===== config.mk =====
export PLATFORM = sky130hd
export DESIGN_NAME = enc_u_compress_reader
export DESIGN_NICKNAME = d
export VERILOG_FILES = /design/src/rtl/kyber_pkg.sv /design/src/rtl/compress_du10_x8.sv /design/src/rtl/enc_u_compress_reader.sv
export SDC_FILE = /design/constraint.sdc
export NUM_CORES = 2
export LEC_CHECK = 0
export ABC_AREA = 0
export ABC_CLOCK_PERIOD_IN_PS = 3650
export CORE_MARGIN = 4
export CORE_UTILIZATION = 46
export DETAILED_ROUTE_END_ITERATION = 8
export HOLD_SLACK_MARGIN = 0.03
export PLACE_DENSITY = 0.63
export SKIP_LAST_GASP = 1
export SLEW_MARGIN = 0
export SYNTH_ARGS = -nofsm -noshare
export SYNTH_HDL_FRONTEND = slang
export SYNTH_SLANG_ARGS = --single-unit

===== constraint.sdc =====
create_clock -name clk -period 3.65 [get_ports clk]
set_input_delay 0.5475 -clock clk [delete_from_list [all_inputs] [get_ports clk]]
set_output_delay 0.5475 -clock clk [all_outputs]
set_load 0.02 [all_outputs]

===== src/rtl/kyber_pkg.sv =====
// Shared Kyber512 constants and the reader FSM state encoding.
package kyber_pkg;

  localparam int KYBER_Q        = 3329;
  localparam int DU             = 10;
  localparam int COEF_W         = 12;
  localparam int COEFS_PER_WORD = 8;
  localparam int N_WORDS        = 64;
  localparam int WORD_W         = COEF_W * COEFS_PER_WORD;
  localparam int CT_W           = DU * COEFS_PER_WORD;

  typedef enum logic [1:0] {
    ST_IDLE  = 2'd0,
    ST_RUN   = 2'd1,
    ST_DRAIN = 2'd2
  } state_t;

endpackage


===== src/rtl/compress_du10_x8.sv =====
// Combinational Compress_q(x, du=10) over the 8 coefficient lanes of one poly word.
module compress_du10_x8
  import kyber_pkg::*;
(
  input  logic [WORD_W-1:0] coef_word,
  output logic [CT_W-1:0]   ct_word
);

  // Division by q is replaced by a multiply with ceil(2^34/q) and a 34-bit
  // shift. The numerator stays below 2^23 for every 12-bit lane, and the
  // reciprocal error times that bound is well under 2^34, so the quotient is
  // exact across the whole 0..4095 input range, not just 0..q-1.
  localparam int          SHIFT = 34;
  localparam logic [45:0] MAGIC =
    46'(((64'd1 << SHIFT) + 64'(KYBER_Q) - 64'd1) / 64'(KYBER_Q));
  localparam logic [45:0] HALF_Q = 46'((KYBER_Q - 1) / 2);

  function automatic logic [DU-1:0] compress_lane(input logic [COEF_W-1:0] x);
    logic [45:0] num;
    num = (46'(x) << DU) + HALF_Q;
    return DU'((num * MAGIC) >> SHIFT);
  endfunction

  // Lane i of the output comes from lane i of the input, lane 0 in the LSBs.
  always_comb begin
    ct_word = '0;
    for (int i = 0; i < COEFS_PER_WORD; i++) begin
      ct_word[DU*i +: DU] = compress_lane(coef_word[COEF_W*i +: COEF_W]);
    end
  end

endmodule


===== src/rtl/enc_u_compress_reader.sv =====
// Streams the u vector out of the poly BRAM: read, compress to du=10, and
// hand the 80-bit words to the packer over valid/ready through a 2-deep FIFO.
module enc_u_compress_reader
  import kyber_pkg::*;
#(
  parameter int N_WORDS = 64,
  parameter int AW      = 6
) (
  input  logic              clk,
  input  logic              rst_n,
  input  logic              start,
  output logic              busy,
  output logic              done,
  output logic [AW-1:0]     M0_RAd,
  input  logic [WORD_W-1:0] M0_RData,
  output logic [CT_W-1:0]   ct_WData,
  output logic [AW-1:0]     ct_WAd,
  output logic              ct_valid,
  input  logic              ct_ready
);

  state_t          state;
  logic [AW-1:0]   rd_cnt;
  logic [AW-1:0]   inflight_idx;
  logic            inflight;
  logic [CT_W-1:0] fifo_data [2];
  logic [AW-1:0]   fifo_idx  [2];
  logic            wr_ptr;
  logic            rd_ptr;
  logic [1:0]      fifo_cnt;
  logic [CT_W-1:0] comp_word;
  logic            pop;
  logic            push;
  logic            issue;
  logic            last_pop;

  compress_du10_x8 u_compress (
    .coef_word (M0_RData),
    .ct_word   (comp_word)
  );

  // A read is only issued when its result is guaranteed a FIFO slot, counting
  // the word already in flight and the slot freed by this cycle's pop.
  assign pop      = ct_valid & ct_ready;
  assign push     = inflight;
  assign issue    = (state == ST_RUN) &&
                    (({1'b0, fifo_cnt} + {2'b00, inflight} - {2'b00, pop}) < 3'd2);
  assign last_pop = pop && (ct_WAd == AW'(N_WORDS - 1));
  assign done     = (state == ST_DRAIN) && last_pop;
  assign ct_valid = (fifo_cnt != 2'd0);
  assign ct_WData = fifo_data[rd_ptr];
  assign ct_WAd   = fifo_idx[rd_ptr];
  assign M0_RAd   = rd_cnt;

  // Run control: state, read address counter and the one-cycle inflight tag.
  always_ff @(posedge clk or negedge rst_n) begin
    if (!rst_n) begin
      state        <= ST_IDLE;
      busy         <= 1'b0;
      rd_cnt       <= '0;
      inflight     <= 1'b0;
      inflight_idx <= '0;
    end else begin
      inflight <= issue;
      if (issue) inflight_idx <= rd_cnt;
      case (state)
        ST_IDLE: begin
          if (start) begin
            state  <= ST_RUN;
            busy   <= 1'b1;
            rd_cnt <= '0;
          end
        end
        ST_RUN: begin
          if (issue) begin
            if (rd_cnt == AW'(N_WORDS - 1)) state <= ST_DRAIN;
            else                            rd_cnt <= rd_cnt + 1'b1;
          end
        end
        ST_DRAIN: begin
          if (last_pop) begin
            state  <= ST_IDLE;
            busy   <= 1'b0;
            rd_cnt <= '0;
          end
        end
        default: begin
          state <= ST_IDLE;
          busy  <= 1'b0;
        end
      endcase
    end
  end

  // Two-entry output FIFO; the head entry drives the stream outputs.
  always_ff @(posedge clk or negedge rst_n) begin
    if (!rst_n) begin
      fifo_data[0] <= '0;
      fifo_data[1] <= '0;
      fifo_idx[0]  <= '0;
      fifo_idx[1]  <= '0;
      wr_ptr       <= 1'b0;
      rd_ptr       <= 1'b0;
      fifo_cnt     <= 2'd0;
    end else begin
      if (push) begin
        fifo_data[wr_ptr] <= comp_word;
        fifo_idx[wr_ptr]  <= inflight_idx;
        wr_ptr            <= ~wr_ptr;
      end
      if (pop) rd_ptr <= ~rd_ptr;
      case ({push, pop})
        2'b10:   fifo_cnt <= fifo_cnt + 2'd1;
        2'b01:   fifo_cnt <= fifo_cnt - 2'd1;
        default: fifo_cnt <= fifo_cnt;
      endcase
    end
  end

endmodule


==> results.yml <==
outcome:
  status: "finished with violations"
  violations: "negative setup slack"
cells_and_area:
  fin_area_sq_um: 77900
  num-nets-final: 9631
  area_delta_synth_final_pct: 36.7
  nFillCells: 9800
  drive_above_1_share_pct: 33.0
synth:
  syn-num-nets: 8037
  avgSynthCellArea_sq_um: 9.87
  yosysTopAreaCellShare_pct: 35.3
  synthTopCellsByCount: "1,573 x inv_1, 1,161 x ha_1, 1,005 x fa_1"
  synth_top_flop_cell: "dfrtp_1"
  yosys.area.top_type: "fa_1"
  synth_edf_count: 0
  ys_warn_count: 0
  yosys-top-cells-area: "fa_1 35%, ha_1 25%, inv_1 10%"
  ys_seq_area_share_pct: 8.43
  ys_ff_latch: 192
  async_reset_ff_share_pct: 100
  syn_inst: 5771
  synthesis.area_sq_um: 57000
  synth.most_common_cell: "inv_1"
  ys_types: 78
placed_design:
  dpl.hpwl_um: 139000
  gp_congestion: 0.979
  port_buffers: 194
  postPlaceCellArea_sq_um: 71900
  dp_slack_ns: -4.53
detailed_routing:
  ant_nets: 0
  via_per_inst: 4.90
  vias: 44160
  wl_per_cell_um: 17.7
  drt_iter0_markers: 1802
  drc: 0
  dr.pass1.iters: 5
  finalWirelength_um: 159000
sta:
  slew_viol_final: 0
  hold_viol_final: 0
  setup_viol: 160
  fin_crit_sh_pct: 190
  min_period_ns: 6.92
  grt_setup_unrepaired: "true"
  worst_hold_slack_ns: 0.479
  worstMarginPinSlew_ns: 0.917
  worst_slack_ns: -3.27
  relSlewSlack_pct: 38.2
  fin_setup_tns_ns: -481.95
  max_freq_mhz: 144
  clock_skew_ns: 0.0233
clock_tree:
  cts_max_path_buffers: 2
  clk_pin_slew_ns: 0.08
  numCtsBuffers: 17
  cts_max_level: 4
  cts_root_buf: "clkbuf_16"
  clock-sinks: 192
  clk_latency_ns: 0.49
  cts_tree: "done"
worst_setup_path:
  cp_slowest_cell: "fa_1"
  crit_fanout: 4
  cp_common_cell: "fa_1"
  cp_num_cells: 30
  worstSetupEndpointType: "flop"
  worst_setup_path_start_kind: "input port"
  cp_slowest_stage_delay_ns: 0.55
  worst_ep_arrival_time_ns: 7.28
  path_delay_family: "adder cells"
  critPathRequiredTime_ns: 4.01
  rr_worst_depth: 14
  path_class: "input port to flop"
  critPathBufInv: 8
die:
  die_h_um: 360
  die_w_um: 360
  initial_core_util_pct: 46.6
  die-area_sq_um: 130000
  core_sq_um: 122000
  row_count: 128
  ios: 195
hold_path:
  whs_path_depth: 2
  hp-class: "flop to flop"
grt:
  grt_use_total_pct: 25.0
  grt_pass1_vias: 48627
  gr-total-overflow: 0
  grt_max_degree: 73
  antenna_found_initial: 7
  grt_pass1_wl_um: 259000
flow_run:
  cap_violations: 0
repair_timing:
action / 4_1_cts / 5_1_grt
resized for setup: 720 / 301
hold buffers: 1 / 0
hold endpoints to repair: 59 / 0
setup buffers: 136 / 61
pin swaps: 456 / 370
endpoints found under the setup margin: 160 / 165
routing by layer:
metal,part of all wire (%),vias to the layer above,global-route usage [%]
li1,-,21303,-
met1,46,21965,35.0
met2,47,745,41.5
met3,5.2,145,4.46
met4,1.8,2,4.04
met5,0.0044,-,0
path summary, 6_finish.rpt:
kind / to / startpoint / slack [ns]
setup / recovery: fifo_data[25]$_DFFE_PN0P_ / M0_RData[27] / -3.27
hold / removal: fifo_data[27]$_DFFE_PN0P_ / fifo_data[27]$_DFFE_PN0P_ / 0.48
setup reg to reg: M0_RAd[2]$_DFFE_PN0P_ / fifo_cnt[1]$_DFFE_PN0P_ / 0.16
hold reg to reg: fifo_data[27]$_DFFE_PN0P_ / fifo_data[27]$_DFFE_PN0P_ / 0.48
max in group asynchronous: fifo_data[44]$_DFFE_PN0P_ / rst_n / 2.19
min in group asynchronous: fifo_data[4]$_DFFE_PN0P_ / rst_n / 0.58
flip-flops by register name (all words and copies together) (netlist names):
register,count
rd_ptr,1
M0_RAd,6
fifo_idx,12
inflight_idx,6
fifo_cnt,2
wr_ptr,1
inflight,1
fifo_data,160
busy,1
state,2
placed cells by master, fill, tap and decap left out, types with 58 or more instances in the layout:
cell type and count:
inv_1 1445, buf_4 1373, ha_1 1013, fa_1 945, nand2_1 290, dfrtp_1 191, o21ai_1 135, ha_4 133
xnor2_1 125, a21oi_1 117, inv_2 116, mux2_2 115, clkdlybuf4s50_1 108, nor2_1 81, buf_6 80, a21o_1 72
xor2_1 63, fa_2 60, o21ai_0 58
metrics by stage:
| stage | cells | util (%) |
|---|---|---|
| after floorplan | 5771 | - |
| after global placement | 8798 | 58.8 |
| after detailed placement | 8798 | 58.8 |
| after CTS | 8953 | 61.9 |
| after global routing | 9003 | 63.6 |
| final | 9004 | 63.6 |
tightest hold or removal path: stages, from the launching register on:
cell     delay (ns)
dfrtp_1        0.34
nand2_1        0.06
o21ai_2        0.05
final cells by class:
class	count	area, sq um	share of cell area [%]
Antenna cell	1	2.50	0.00321
Multi-Input combinational cell	3938	51300	65.8
Clock buffer	17	425	0.546
Clock inverter	15	218	0.280
Sequential cell	192	4810	6.17
Tap cell	1625	2030	2.61
Inverter	1573	5940	7.63
Timing Repair Buffer	1643	13200	16.9
logic make-up (layout without fill, tap and decap cells):
logic type	Yosys count	count (layout)	share of synthesized area (%)
adders and majority gates	2166	2166	60.8
buffers and inverters	1641	3248	10.8
and+or+nand+nor	690	690	5.72
AOI/OAI and AO/OA	646	646	6.97
xor gates and xnor gates	313	313	4.83
DFF	192	192	8.43
muxes	123	123	2.42
other	0	1	0
Power is left out: the tool's default activity adds up to more than one toggle a clock period on the data nets, which glitch-free logic cannot reach.
